--- config.mk ---
export PLATFORM = sky130hd
export DESIGN_NAME = ram_access_arbiter_flat
export DESIGN_NICKNAME = d
export VERILOG_FILES = /design/src/rtl/ram_arb_pkg.sv /design/src/rtl/ram_access_arbiter_if.sv /design/src/rtl/ram_access_arbiter_rr_picker.sv /design/src/rtl/ram_access_arbiter.sv /design/src/flat_wrapper.sv
export SDC_FILE = /design/constraint.sdc
export NUM_CORES = 1
export LEC_CHECK = 0
export BUFFER_PORTS_ARGS = -buffer_cell sky130_fd_sc_hd__buf_2
export CORE_MARGIN = 5
export CORE_UTILIZATION = 44
export CTS_CLUSTER_DIAMETER = 80
export DETAILED_ROUTE_END_ITERATION = 10
export GPL_TIMING_DRIVEN = 0
export PLACE_DENSITY_LB_ADDON = 0.3
export SYNTH_ARGS = -nofsm -noshare
export SYNTH_HDL_FRONTEND = slang
export SYNTH_SLANG_ARGS = --single-unit
--- constraint.sdc ---
create_clock -name clk -period 3.6 [get_ports clk]
set_input_delay 0.36 -clock clk [delete_from_list [all_inputs] [get_ports clk]]
set_output_delay 0.36 -clock clk [all_outputs]
set_load 0.01 [all_outputs]
--- src/rtl/ram_arb_pkg.sv ---
// Shared types and default widths for the RAM access arbiter slice.
package ram_arb_pkg;

  typedef enum logic [1:0] {
    IDLE   = 2'd0,
    ISSUE  = 2'd1,
    RDWAIT = 2'd2,
    RESP   = 2'd3
  } arb_state_t;

  localparam int unsigned DEF_NUM_REQ    = 4;
  localparam int unsigned DEF_ADDR_WIDTH = 8;
  localparam int unsigned DEF_DATA_WIDTH = 32;

  // Width of a requester index; never below one bit.
  function automatic int unsigned idx_width(input int unsigned n);
    return (n > 1) ? $clog2(n) : 1;
  endfunction

endpackage

--- src/rtl/ram_access_arbiter_if.sv ---
// Requester-side command/response bus shared by all NUM_REQ requesters.
interface ram_access_arbiter_if #(
  parameter int unsigned NUM_REQ    = ram_arb_pkg::DEF_NUM_REQ,
  parameter int unsigned ADDR_WIDTH = ram_arb_pkg::DEF_ADDR_WIDTH,
  parameter int unsigned DATA_WIDTH = ram_arb_pkg::DEF_DATA_WIDTH
) ();

  logic [NUM_REQ-1:0]            req_valid;
  logic [NUM_REQ-1:0]            req_we;
  logic [NUM_REQ*ADDR_WIDTH-1:0] req_addr;
  logic [NUM_REQ*DATA_WIDTH-1:0] req_wdata;
  logic [NUM_REQ-1:0]            req_accept;
  logic [NUM_REQ-1:0]            rsp_valid;
  logic [DATA_WIDTH-1:0]         rsp_rdata;

  // Requesters drive commands and observe accept/response.
  modport master (
    output req_valid, req_we, req_addr, req_wdata,
    input  req_accept, rsp_valid, rsp_rdata
  );

  // The arbiter observes commands and drives accept/response.
  modport slave (
    input  req_valid, req_we, req_addr, req_wdata,
    output req_accept, rsp_valid, rsp_rdata
  );

endinterface

--- src/rtl/ram_access_arbiter_rr_picker.sv ---
// Round-robin picker: first asserted request at or above ptr, wrapping upward.
module rr_picker
  import ram_arb_pkg::*;
#(
  parameter int unsigned N = DEF_NUM_REQ,
  localparam int unsigned IW = idx_width(N)
) (
  input  logic [N-1:0]  req,
  input  logic [IW-1:0] ptr,
  output logic [N-1:0]  gnt_onehot,
  output logic [IW-1:0] gnt_idx
);

  logic w_found;

  // Two passes: indices at/above ptr first, then the wrapped-around lower part.
  always_comb begin
    gnt_onehot = '0;
    gnt_idx    = '0;
    w_found    = 1'b0;
    for (int unsigned k = 0; k < N; k++) begin
      if (!w_found && req[k] && (IW'(k) >= ptr)) begin
        w_found       = 1'b1;
        gnt_onehot[k] = 1'b1;
        gnt_idx       = IW'(k);
      end
    end
    for (int unsigned k = 0; k < N; k++) begin
      if (!w_found && req[k]) begin
        w_found       = 1'b1;
        gnt_onehot[k] = 1'b1;
        gnt_idx       = IW'(k);
      end
    end
  end

endmodule

--- src/rtl/ram_access_arbiter.sv ---
// Round-robin arbiter sharing one single-outstanding ram_controller among
// NUM_REQ requesters. One command in flight; all outputs registered.
module ram_access_arbiter
  import ram_arb_pkg::*;
#(
  parameter int unsigned NUM_REQ    = DEF_NUM_REQ,
  parameter int unsigned ADDR_WIDTH = DEF_ADDR_WIDTH,
  parameter int unsigned DATA_WIDTH = DEF_DATA_WIDTH
) (
  input  logic                  clk,
  input  logic                  reset,
  ram_access_arbiter_if.slave   req_bus,
  output logic                  ram_read_en,
  output logic                  ram_write_en,
  output logic [ADDR_WIDTH-1:0] ram_addr,
  output logic [DATA_WIDTH-1:0] ram_wdata,
  input  logic [DATA_WIDTH-1:0] ram_rdata,
  input  logic                  ram_ready,
  output logic                  busy
);

  localparam int unsigned IW = idx_width(NUM_REQ);

  arb_state_t            r_state;
  logic [IW-1:0]         r_ptr;
  logic [NUM_REQ-1:0]    r_gsel;
  logic                  r_we;
  logic [ADDR_WIDTH-1:0] r_addr;
  logic [DATA_WIDTH-1:0] r_wdata;
  logic [DATA_WIDTH-1:0] r_rdata;
  logic [NUM_REQ-1:0]    r_accept;
  logic [NUM_REQ-1:0]    r_rsp_valid;
  logic                  r_read_en;
  logic                  r_write_en;
  logic                  r_busy;

  logic [NUM_REQ-1:0]    w_gnt_onehot;
  logic [IW-1:0]         w_gnt_idx;
  logic [IW-1:0]         w_ptr_next;
  logic                  w_start;
  logic                  w_sel_we;
  logic [ADDR_WIDTH-1:0] w_sel_addr;
  logic [DATA_WIDTH-1:0] w_sel_wdata;

  rr_picker #(.N(NUM_REQ)) u_picker (
    .req        (req_bus.req_valid),
    .ptr        (r_ptr),
    .gnt_onehot (w_gnt_onehot),
    .gnt_idx    (w_gnt_idx)
  );

  // Grant condition and the pointer value following the granted requester.
  always_comb begin
    w_start    = (r_state == IDLE) && ram_ready && (|req_bus.req_valid);
    w_ptr_next = (w_gnt_idx == IW'(NUM_REQ - 1)) ? '0 : (w_gnt_idx + IW'(1));
  end

  // Route the granted requester's command fields.
  always_comb begin
    w_sel_we    = 1'b0;
    w_sel_addr  = '0;
    w_sel_wdata = '0;
    for (int unsigned k = 0; k < NUM_REQ; k++) begin
      if (w_gnt_onehot[k]) begin
        w_sel_we    = req_bus.req_we[k];
        w_sel_addr  = req_bus.req_addr[k*ADDR_WIDTH +: ADDR_WIDTH];
        w_sel_wdata = req_bus.req_wdata[k*DATA_WIDTH +: DATA_WIDTH];
      end
    end
  end

  // Command FSM: latch at grant, pulse the enable, wait for read data, respond.
  always_ff @(posedge clk or posedge reset) begin
    if (reset) begin
      r_state     <= IDLE;
      r_ptr       <= '0;
      r_gsel      <= '0;
      r_we        <= 1'b0;
      r_addr      <= '0;
      r_wdata     <= '0;
      r_rdata     <= '0;
      r_accept    <= '0;
      r_rsp_valid <= '0;
      r_read_en   <= 1'b0;
      r_write_en  <= 1'b0;
      r_busy      <= 1'b0;
    end else begin
      r_accept    <= '0;
      r_rsp_valid <= '0;
      r_read_en   <= 1'b0;
      r_write_en  <= 1'b0;
      case (r_state)
        IDLE: begin
          if (w_start) begin
            r_state    <= ISSUE;
            r_gsel     <= w_gnt_onehot;
            r_we       <= w_sel_we;
            r_addr     <= w_sel_addr;
            r_wdata    <= w_sel_wdata;
            r_ptr      <= w_ptr_next;
            r_accept   <= w_gnt_onehot;
            r_read_en  <= ~w_sel_we;
            r_write_en <= w_sel_we;
            r_busy     <= 1'b1;
          end
        end
        ISSUE: begin
          if (r_we) begin
            r_state     <= RESP;
            r_rsp_valid <= r_gsel;
          end else begin
            r_state <= RDWAIT;
          end
        end
        RDWAIT: begin
          r_state     <= RESP;
          r_rdata     <= ram_rdata;
          r_rsp_valid <= r_gsel;
        end
        RESP: begin
          r_state <= IDLE;
          r_busy  <= 1'b0;
        end
        default: begin
          r_state <= IDLE;
          r_busy  <= 1'b0;
        end
      endcase
    end
  end

  assign req_bus.req_accept = r_accept;
  assign req_bus.rsp_valid  = r_rsp_valid;
  assign req_bus.rsp_rdata  = r_rdata;
  assign ram_read_en        = r_read_en;
  assign ram_write_en       = r_write_en;
  assign ram_addr           = r_addr;
  assign ram_wdata          = r_wdata;
  assign busy               = r_busy;

endmodule
--- src/flat_wrapper.sv ---
// flat-port wrapper written by rule: the top's interface ports become plain ports
module ram_access_arbiter_flat import ram_arb_pkg::*;
#(
  parameter int unsigned NUM_REQ    = DEF_NUM_REQ,
  parameter int unsigned ADDR_WIDTH = DEF_ADDR_WIDTH,
  parameter int unsigned DATA_WIDTH = DEF_DATA_WIDTH
)
  (clk, reset, ram_read_en, ram_write_en, ram_addr, ram_wdata, ram_rdata, ram_ready, busy, req_bus_req_valid, req_bus_req_we, req_bus_req_addr, req_bus_req_wdata, req_bus_req_accept, req_bus_rsp_valid, req_bus_rsp_rdata);
  ram_access_arbiter_if #(.NUM_REQ(NUM_REQ), .ADDR_WIDTH(ADDR_WIDTH), .DATA_WIDTH(DATA_WIDTH)) req_bus_i ();
  input  logic clk;
  input  logic reset;
  output logic ram_read_en;
  output logic ram_write_en;
  output logic [ADDR_WIDTH-1:0] ram_addr;
  output logic [DATA_WIDTH-1:0] ram_wdata;
  input  logic [DATA_WIDTH-1:0] ram_rdata;
  input  logic ram_ready;
  output logic busy;
  input wire logic [$bits(req_bus_i.req_valid)-1:0] req_bus_req_valid;
  input wire logic [$bits(req_bus_i.req_we)-1:0] req_bus_req_we;
  input wire logic [$bits(req_bus_i.req_addr)-1:0] req_bus_req_addr;
  input wire logic [$bits(req_bus_i.req_wdata)-1:0] req_bus_req_wdata;
  output wire logic [$bits(req_bus_i.req_accept)-1:0] req_bus_req_accept;
  output wire logic [$bits(req_bus_i.rsp_valid)-1:0] req_bus_rsp_valid;
  output wire logic [$bits(req_bus_i.rsp_rdata)-1:0] req_bus_rsp_rdata;
  assign req_bus_i.req_valid = req_bus_req_valid;
  assign req_bus_i.req_we = req_bus_req_we;
  assign req_bus_i.req_addr = req_bus_req_addr;
  assign req_bus_i.req_wdata = req_bus_req_wdata;
  assign req_bus_req_accept = req_bus_i.req_accept;
  assign req_bus_rsp_valid = req_bus_i.rsp_valid;
  assign req_bus_rsp_rdata = req_bus_i.rsp_rdata;
  ram_access_arbiter #(.NUM_REQ(NUM_REQ), .ADDR_WIDTH(ADDR_WIDTH), .DATA_WIDTH(DATA_WIDTH)) u_core (.clk(clk), .reset(reset), .req_bus(req_bus_i), .ram_read_en(ram_read_en), .ram_write_en(ram_write_en), .ram_addr(ram_addr), .ram_wdata(ram_wdata), .ram_rdata(ram_rdata), .ram_ready(ram_ready), .busy(busy));
endmodule
Yosys cells after proc, flatten, opt, wreduce, memory -nomap -nowiden
Cells that the tools add are included.
Widths: inputs -> output; s select.

storage, ports and cells
  register bits = 92
  bits of input ports = 203
  output and inout port bits = 83
  word-level logic and storage cells = 95

cells by class
  add/sub/neg operators = 1
  $lt $le $gt $ge = 4
  eq/ne operators = 5
  multiplexer cells = 47
  bitwise operators = 1
  reductions and logical operators = 25

operators with widths
  kind                 number
  $mux 32              4
  $mux 8               4
  $mux 1               25
  $mux 2               8
  $logic_and 1x1->1    13
  $mux 4               3
  $pmux 2 s4           1
  $pmux 4 s2           1
  $logic_not 1->1      7
  $eq 2x2->1 const B   3
  $ge 1x2->1 const A   2
  $ge 2x2->1 const A   2
  $reduce_and 2->1     2
  $reduce_or 4->1      1
  $add 2x1->2 const B  1
  $eq 2x1->1 const B   1
  $logic_not 2->1      1
  $ne 2x1->1 const B   1
  $pmux 1 s2           1
  $reduce_bool 2->1    1
  $not 1->1            1

Depth between registers and ports, before layout
Gate-level depths: netlist of the first run.

  depth in word-level cells = 31
  depth in mapped cells = 8
  depth with buffers taken out = 6

Cells and area by module
From an unflattened synthesis of the first run, not the netlist that was laid out.

unflattened totals
  cells, all modules = 403
  area, all modules = 4,613.2 um^2

modules (own cells, without submodules)
  module              instances  cells each  area each (um^2)  seq. area each (um^2)
  ram_access_arbiter  1          372         4,404.2           2,302.2
  rr_picker           1          31          209.0             0.0

Least setup slack after synthesis of the first run
No wires, ideal clock.

  path type = input port to flip-flop
  start = in req_bus_req_valid[2]
  end = reg u_core.r_wdata[3], in the netlist u_core.ram_wdata[3]
  library setup time = 128 ps
  arrival time = 1,569 ps
  data required time = 3,472 ps
  setup slack = 1,903 ps
  cell stages on the path = 7
  buffers on the path = 2
  path through = or4_4 -> and3_4 -> buf_6 -> buf_6 -> nand2_1 -> o21ai_1 -> o21bai_1

between the ends
  word-level cells in the longest chain between the ends = 20
  elaborated cells between the ends (all ways) = 31
  classes of those cells = 15 x mux; 16 x reduce/logical

RTL lines
  what                             line                                RTL
  from (decl)                      flat_wrapper.sv:19                  input wire logic [$bits(req_bus_i.req_valid)-1:0] req_bus_req_valid;
  $logic_and 1x1->1 (2 in series)  ram_access_arbiter_rr_picker.sv:22  if (!w_found && req[k] && (IW'(k) >= ptr)) begin
  $mux 1                           ram_access_arbiter_rr_picker.sv:22
  $logic_not 1->1                  ram_access_arbiter_rr_picker.sv:22
  $logic_and 1x1->1 (2 in series)  ram_access_arbiter_rr_picker.sv:22
  $mux 1                           ram_access_arbiter_rr_picker.sv:22
  $logic_not 1->1                  ram_access_arbiter_rr_picker.sv:29  if (!w_found && req[k]) begin
  $logic_and 1x1->1                ram_access_arbiter_rr_picker.sv:29
  $mux 1                           ram_access_arbiter_rr_picker.sv:29
  [... 2 more ...]                 n/a
  $mux 1                           ram_access_arbiter_rr_picker.sv:29
  $logic_not 1->1                  ram_access_arbiter_rr_picker.sv:29
  $logic_and 1x1->1                ram_access_arbiter_rr_picker.sv:29
  $mux 1                           ram_access_arbiter_rr_picker.sv:29
  $logic_not 1->1                  ram_access_arbiter_rr_picker.sv:29
  $logic_and 1x1->1                ram_access_arbiter_rr_picker.sv:29
  $mux 1                           ram_access_arbiter_rr_picker.sv:29
  $mux 32                          ram_access_arbiter.sv:64            if (w_gnt_onehot[k]) begin
  to (signal assigned)             ram_access_arbiter.sv:99            r_wdata <= w_sel_wdata;
  to (decl)                        ram_access_arbiter.sv:29            logic [DATA_WIDTH-1:0] r_wdata;

Several ways; a longest one is shown, not always the timed one.
A chain may end at the register's enable or synchronous reset.

Final worst setup path of the first run
  start = reg u_core.r_state[1]
  end = reg u_core.r_addr[0], in the netlist u_core.ram_addr[0]

between the ends
  word-level cells in the longest chain between the ends = 4

RTL lines
  what                                 line                                                RTL
  from (decl)                          ram_access_arbiter.sv:24                            arb_state_t r_state;
  from (signal assigned)               ram_access_arbiter.sv:75                            r_state <= IDLE;
  from (signal assigned)               ram_access_arbiter.sv:95                            r_state <= ISSUE;
  from (signal assigned)               ram_access_arbiter.sv:109                           r_state <= RESP;
  $logic_not 2->1 *                    ram_access_arbiter.sv:54, ram_access_arbiter.sv:92
  $logic_and 1x1->1 (2 in series)      ram_access_arbiter.sv:54                            w_start = (r_state == IDLE) && ram_ready && (|req_bus.req_valid);
  $reduce_and 2->1 (no source line) *  n/a
  to (signal assigned)                 ram_access_arbiter.sv:98                            r_addr <= w_sel_addr;
  to (decl)                            ram_access_arbiter.sv:28                            logic [ADDR_WIDTH-1:0] r_addr;

Every way passes the cells marked *; elsewhere a longest branch is shown, timed or not.

==> flow_results.org, run 1 <==
** Logic synthesis
- Counting flops with a built-in enable in the synthesized netlist gives 0.
- Counting distinct cell types in the post-synthesis netlist gives 35.
- Post-Synthesis Net Count :: 679
- During synthesis, Yosys emitted a total of 0 warnings.
- Summed over all instances, the cell type with the most area after synthesis is sky130_fd_sc_hd__dfrtp_1.
- Counting flops with an async set or reset pin after synthesis yields a share of 100%.
- Fraction of the yosys area taken by sequential cells :: 49.5%
- Avg Inst Size Synth :: 9.86 um^2
- Total of flip-flops plus latches after synthesis :: 92
- After technology mapping, the gate count stands at 472.
- The mapped netlist covers 0.00465 mm^2.
- Top cells by area in the synthesized netlist :: sky130_fd_sc_hd__dfrtp_1 49%, sky130_fd_sc_hd__mux2_2 7.7%, sky130_fd_sc_hd__a221oi_1 7.7%
- The most used flip-flop cell after synthesis is sky130_fd_sc_hd__dfrtp_1.
- Of the post-synthesis cell area, the dominant cell type holds 49.5%.

** Clock network
- The number of gates resized after CTS was 0.
- TritonCTS built the clock tree.
- CTS saw 92 sinks.
- Maximum buffer depth of the clock tree :: 2
- Clock-pin slew was measured on the worst setup and hold paths at 100 ps.
- The H-tree generated during clock tree synthesis spans 3 levels.
- Post-CTS setup buffer count :: 0
- The tree is rooted in a sky130_fd_sc_hd__clkbuf_8.
- Clock Latency Late Sink :: 360 ps
- Buffers inserted during clock tree synthesis total 9.
- Number of buffers added to fix hold violations after cts :: 0

** Drt
- The final route contains 4900 vias.
- First-pass DRT Iterations :: 5
- In the routed design, unresolved DRC markers number 0.
- After detailed routing, the average wire length per cell comes to 17.5 um.
- Using the TritonRoute via totals, the vias-per-cell ratio works out to 5.38.
- Final antenna-violating net count :: 0
- Starting DRC count in detailed routing :: 280
- Routed wire length :: 16000 um

** Power and ir drop
- Max rail drop VDD :: 0.333 mV
- In this run the static leakage power is 3.18 nW.
- Pwr Density :: 738 mW/mm^2

** Run
- The tool flagged a number of max-cap violations equal to 0.

** Setup path
- Crit. End Element :: register
- Worst reg2reg path startpoint :: u_core.r_state[1]
- Arr. time, crit path :: 2650 ps
- Traced cell by cell, the critical path runs through inv_1 > ha_1 > nand3_2 > a21oi_1 > clkbuf_1 > o21ai_0 > o21bai_1.
- Capture point of the critical path :: u_core.ram_addr[0]
- Slack of the worst reg-to-reg path :: 1240 ps
- Startpoint kind of the worst setup timing path :: register
- Data required, critical path :: 3890 ps
- Tracing the worst setup path back leads to its startpoint at u_core.r_state[1].
- Crit path buf inv count :: 2
- In this run the critical register-to-register path is captured at u_core.ram_addr[0].
- In this design, the largest share of critical-path delay is due to compound AO/OA/AOI/OAI gates.
- The largest individual stage delay along the critical path comes from the cell sky130_fd_sc_hd__a21oi_1.
- On the worst path, the slowest cell contributes a delay of 520 ps.
- Critical path depth :: 7
- Top fanout value on the critical path :: 10
- For the worst flop-to-flop path, the logic depth is 7.
- Crit Path Category :: reg -> reg

** Global route
- Number of antenna violations at the first check in global routing :: 0
- Global-route wire length before repair :: 24900 um
- Entering global routing, the biggest net connects 49 pins.
- Final global-route overflow total :: 0
- In the global route stage, overall resource usage came out at 24.1%.
- Vias in the first global route :: 4986

** Timing
- Slew headroom :: 60.0%
- Across all setup checks in the final design, the least slack found is 1240 ps.
- Final worst hold slack :: 74.6 ps
- Final slew viol count :: 0
- Max Fclk :: 423 MHz
- For the pin with the worst max-slew slack, the measured transition is 601 ps.
- The worst path in the final design needs a cycle of 2360 ps, including I/O delays and setup.
- The number of endpoints with negative hold slack in the final report was 0.
- Across the routed clock network, the largest skew measured is 14.2 ps.
- Endpoints failing setup :: 0
- Setup repair after global routing left no endpoint under its margin.
- After layout, the worst path uses 65.7% of the clock period.

** Floorplanning
- Effective utilization at floorplan :: 45.1%
- The floorplan step set the die height to 113 um.
- The region available for standard cell placement spans 0.0103 mm^2.
- Overall die width :: 113 um
- The die covers 0.0127 mm^2.
- Row Count :: 37
- In this run the count of I/O pins placed on the die edge is 286.

** Placed design
- During placement, the flow inserted port buffers numbering 285.
- In this run the cell area measured after placement is 0.00628 mm^2.
- At the end of routability-driven placement, the weighted congestion stood at 0.844.
- Half-perimeter wire length of the detailed placement result :: 12500 um
- At the placement stage, the worst setup path has a slack of 1240 ps.

** Layout
- At the end of the flow, the number of nets in the layout was 976.
- At the end of the flow the core is filled with cells to 62.5%.
- After routing the design area is 0.00646 mm^2.
- The area growth from synthesis to layout is 38.7%.
- Of the cells placed in the final design, the portion with a size suffix greater than 1 is 46.1%.
- The repair_antennas step left the layout with diodes totalling 0.

** Run status
- The flow ran to the end, and the final reports show no timing, DRC or antenna violations.

** Worst hold path
- Class of the tightest hold or removal check :: in -> async
-- logic make-up after synthesis --
group                      Yosys count  share of synthesized area, %
AOI/OAI and AO/OA                  188                          26.5
muxes                               32                          7.74
buffers and inverters               44                          5.05
adders and majority gates            4                          1.08
and+or+nand+nor                    112                          10.2
DFF                                 92                          49.5
-- sequential cells by signal, summed over array words and instances (netlist names), 2 cells and up --
register and count:
u_core.req_bus.rsp_rdata 32, u_core.r_state 2, u_core.req_bus.req_accept 4, u_core.ram_wdata 32, u_core.ram_addr 8, u_core.req_bus.rsp_valid 4
u_core.r_gsel 4, u_core.r_ptr 2
-- where the power goes --
group	internal (W)	switching (W)	leakage (nW)
logic	0.00110	0.00132	1.95
registers	0.00148	0.000233	1.15
clock network	0.000256	0.000377	0.0755
total	0.00284	0.00193	3.18
-- cells in the final DEF, fill, tap and decap left out, types with 3 or more instances in the layout --
master                       count
sky130_fd_sc_hd__ha_1            4
sky130_fd_sc_hd__clkbuf_1       22
sky130_fd_sc_hd__mux2_2         32
sky130_fd_sc_hd__and2_1          7
sky130_fd_sc_hd__clkbuf_2        3
sky130_fd_sc_hd__a21oi_1         4
sky130_fd_sc_hd__clkinvlp_4      4
sky130_fd_sc_hd__o21bai_1       41
sky130_fd_sc_hd__o21ai_0        52
sky130_fd_sc_hd__a221oi_1       41
sky130_fd_sc_hd__buf_2         296
sky130_fd_sc_hd__clkbuf_8        9
sky130_fd_sc_hd__o21ai_1        37
sky130_fd_sc_hd__buf_8           3
sky130_fd_sc_hd__nand2_1        91
sky130_fd_sc_hd__nor2_1          5
sky130_fd_sc_hd__dfrtp_1        92
sky130_fd_sc_hd__a21o_1          4
-- synth_stat cells (all sizes together), types with 2 or more instances --
library cell   n
o21bai        41
dfrtp         92
a21oi          4
clkbuf        24
and2           7
buf           17
nand2         91
a21o           4
mux2          32
o22ai          2
o21ai         89
o21a           2
nor2           5
ha             4
inv            3
a221oi        41
-- worst min path at each step --
| stage | end | slack (ps) | cells after the start |
|---|---|---|---|
| after floorplan | u_core.r_gsel[1] | 440 | 1 |
| after global placement | u_core.r_gsel[0] | 450 | 1 |
| after CTS | u_core.req_bus.rsp_rdata[7] | 80 | 2 |
| final | u_core.req_bus.rsp_rdata[7] | 70 | 2 |
| after global routing | u_core.req_bus.rsp_rdata[7] | 110 | 2 |
| after detailed placement | u_core.r_gsel[2] | 460 | 1 |
-- metrics by stage --
stage,cells,power [W],TNS [ps]
floorplan,472,0.00323,0
global placement,893,0.00407,-12540
detailed placement,894,0.00417,0
CTS,910,0.00481,0
global route,910,0.00514,0
finish,910,0.00476,0
-- area by class of cell --
type / instances / area [um^2]
buffer: 41 / 224
clock buffer: 10 / 128
clock inverter: 6 / 47.5
fill: 894 / 3870
inverter: 3 / 13.8
multi-input combinational: 336 / 2120
sequential: 92 / 2300
tap: 136 / 170
timing repair buffer: 286 / 1450
-- per-layer routing --
layer	GRT usage, %	up-vias	part of all wire (%)
met5	0	-	0
li1	-	2294	-
met4	6.33	0	1.8
met3	6.20	29	9.2
met2	41.8	284	50
met1	29.9	2293	39
Power figures use the tool's default switching activity.
==> run 2, diff against run 1 <==
- clock period: 3.6 -> 2.42 ns (I/O delays scaled with it)
==> run 2 against run 1 <==
- total power increased by 53%
- combinational power increased by 49%
- critical endpoint is now u_core.ram_wdata[0]
- routed wire length increased by 0.97%
- clock-buffer cell count unchanged
- die area unchanged
- fmax increased by 6.6%
- core utilization increased by 0.73 points
==> flow_results.org, run 2 (same netlist as run 1, synthesis figures left out) <==
** Timing
- The actual transition at the worst max-transition pin came to 633 ps (was 601 ps).
- The accumulated negative setup slack came to 0 ps (unchanged).
- Setup repair after global routing missed its margin :: no (unchanged)
- The number of endpoints with negative hold slack in the final report was 0 (unchanged).
- Slew headroom :: 57.7% (was 60.0%)
- Final slew viol count :: 0 (unchanged)
- The setup violation total in the final timing report came to 0 (unchanged).
- Minimum clock period after layout :: 2220 ps (was 2360 ps)
- The maximum frequency from static timing analysis was 451 MHz (was 423 MHz).
- Final worst hold slack :: 121 ps (was 74.6 ps)
- Final Cycle Share :: 91.6% (was 65.7%)
- The clock skew after layout is 16.5 ps (was 14.2 ps).

** Clock network
- Maximum buffer depth of the clock tree :: 2 (unchanged)
- Clock edge transition at the registers on the reported setup and hold paths :: 90 ps (was 100 ps)
- Total clock buffers created by CTS :: 9 (unchanged)
- CTS H-tree lvls :: 3 (unchanged)
- Post-CTS setup buffer count :: 0 (unchanged)
- The total clock sinks came to 92 (unchanged).
- Clock Latency Late Sink :: 360 ps (about the same)
- The buffer cell driving the clock tree root is sky130_fd_sc_hd__clkbuf_8 (unchanged).
- TritonCTS clock tree :: yes (unchanged)

** Global route
- Vias in the first global route :: 5037 (was 4986)
- GRT Resource Usage Total :: 24.8% (was 24.1%)
- The global route total overflow was 0 (unchanged).
- The largest net degree at the start of global routing came to 36 (was 49).
- The number of antenna violations at the first check in global routing came to 1 (was 0).
- The first-pass GRT wire length was 25500 um (was 24900 um).

** Floorplanning
- The initial core utilization was 45.1% (unchanged).
- Top-level I/O count :: 286 (unchanged)
- The vertical die dimension is 113 um (unchanged).
- The total core area is 0.0103 mm^2 (unchanged).
- The count of standard-cell rows came to 37 (unchanged).
- The horizontal extent of the die is 113 um (unchanged).
- Total die area :: 0.0127 mm^2 (unchanged)

** Layout
- Fraction of layout instances using a drive strength above 1 :: 46.3% (was 46.1%)
- The synthesis-to-finish area growth came to 40.3% (was 38.7%).
- The most common library cell in the layout ignoring fill and taps is sky130_fd_sc_hd__buf_2 (unchanged).
- The final design utilization was 63.3% (was 62.5%).
- Nets :: 978 (was 976)
- Most frequent cells in the layout: 296 x sky130_fd_sc_hd__buf_2, 92 x sky130_fd_sc_hd__dfrtp_1, 91 x sky130_fd_sc_hd__nand2_1, 52 x sky130_fd_sc_hd__o21ai_0 (unchanged).
- Diodes inserted :: 0 (unchanged)

** Setup path
- Crit Path Category :: reg -> reg (unchanged)
- The slowest cell on the critical path is sky130_fd_sc_hd__dfrtp_1 (was sky130_fd_sc_hd__a21oi_1).
- Crit path buf inv count :: 2 (unchanged)
- The endpoint class of the critical path is a register (unchanged).
- Top fanout value on the critical path :: 10 (unchanged)
- Critical path, cell by cell: inv_1 > ha_1 > nand3_2 > a21oi_2 > clkbuf_1 > o21ai_0 > o21bai_1 (was inv_1 > ha_1 > nand3_2 > a21oi_1 > clkbuf_1 > o21ai_0 > o21bai_1).
- The endpoint of the worst-slack reg-to-reg timing path is u_core.ram_wdata[0] (was u_core.ram_addr[0]).
- Slack of the worst reg-to-reg path :: 200 ps (was 1240 ps)
- Gate family responsible for the most delay along the worst path :: compound AO/OA/AOI/OAI gates (unchanged)
- Startpoint kind of the worst setup timing path :: register (unchanged)
- The number of cell instances on the worst register-to-register path came to 7 (unchanged).
- The delay of the slowest cell on the worst path came to 420 ps (was 520 ps).
- Worst reg2reg path startpoint :: u_core.r_state[1] (unchanged)
- Arr. time, crit path :: 2490 ps (was 2650 ps)
- Data required, critical path :: 2690 ps (was 3890 ps)

** Power and ir drop
- The ratio of total power to cell area was 1120 mW/mm^2 (was 738 mW/mm^2).
- The maximum vdd drop came to 0.531 mV (was 0.333 mV).
- The leakage power was 3.22 nW (was 3.18 nW).

** Placed design
- The half-perimeter wire length after placement came to 12800 um (was 12500 um).
- The count of input and output buffers came to 285 (unchanged).
- The placer's final routability congestion estimate was 0.896 (was 0.844).

** Worst hold path
- Along the worst hold path, the cell count comes to 2.
- The class of the tightest hold or removal check was in -> reg (was in -> async).
- Beginning of the worst hold path :: ram_rdata[16]
- The worst hold path terminates at u_core.req_bus.rsp_rdata[16].

** Drt
- Final antenna-violating net count :: 0 (unchanged)
- The number of iterations in the first detailed-routing pass is 5 (unchanged).
- Starting DRC count in detailed routing :: 323 (was 280)
- The via density per instance came to 5.39 (was 5.38).
- The total routed wirelength is 16100 um (was 16000 um).
- The via count is 4907 (was 4900).
- Number of DRC violations after detailed routing :: 0 (unchanged)
- Post-detailed-route wirelength per cell :: 17.7 um (was 17.5 um)

** Run status
- Outcome: complete, no violations (unchanged).

** Run
- Max-cap violations :: 0 (unchanged)
## run 2: cell types whose count changed in the layout (fill, tap and decap cells not counted), sizes merged
cell         previous run  this run
dlygate4sd3             0         1
buf                   303       304
bufinv                  0         2
clkinv                  0         1
clkinvlp                4         2
inv                     5         3
## run 2: per-stage QoR
step                power (W)  std cells  setup WS, ps  area (um^2)
finish                0.00731        911           203         6530
global route          0.00790        911          2.73         6530
CTS                   0.00736        911          40.8         6530
detailed placement    0.00620        895          93.4         6290
global placement      0.00605        893           209         6250
floorplan             0.00480        472           784         4660
## run 2: final cells by class
class                           count  area (um^2)
Clock inverter                      5         85.1
Sequential cell                    92         2300
Fill cell                         913         3790
Timing Repair Buffer              288         1480
Multi-Input combinational cell    336         2120
Buffer                             41          224
Clock buffer                       10          138
Inverter                            3         15.0
Tap cell                          136          170
## run 2: worst max path at each step
stage / start / endpoint / slack, ps / depth (start not counted)
finish: u_core.r_state[1] / u_core.ram_wdata[0] / 200 / 7
global route: u_core.r_state[1] / u_core.ram_wdata[0] / 3 / 7
CTS: u_core.r_state[1] / u_core.ram_wdata[0] / 40 / 7
detailed placement: u_core.r_state[1] / u_core.ram_wdata[0] / 90 / 7
global placement: u_core.r_state[0] / u_core.ram_wdata[0] / 210 / 7
floorplan: u_core.r_state[0] / u_core.req_bus.rsp_rdata[0] / 780 / 5
## run 2: where the power goes
group / leakage [nW] / switching, W / internal (W)
combinational: 1.96 / 0.00196 / 0.00164
sequential: 1.15 / 0.000355 / 0.00221
clock: 0.109 / 0.000541 / 0.000610
total: 3.22 / 0.00286 / 0.00445
## run 2: repair_timing
action                                  4_1_cts  5_1_grt
gates resized for setup                       0        1
endpoints found under the setup margin        0       40
hold buffers                                  1        0
endpoints found under the hold margin        30        0
## run 2: layer usage
layer	routed length [um]	GRT usage, %	part of all wire, %	up-vias
met5	13	0	0.081	-
met4	314	7.85	1.9	2
met3	1610	5.67	10	27
met2	7990	43.1	50	262
met1	6180	30.7	38	2308
li1	-	-	-	2308
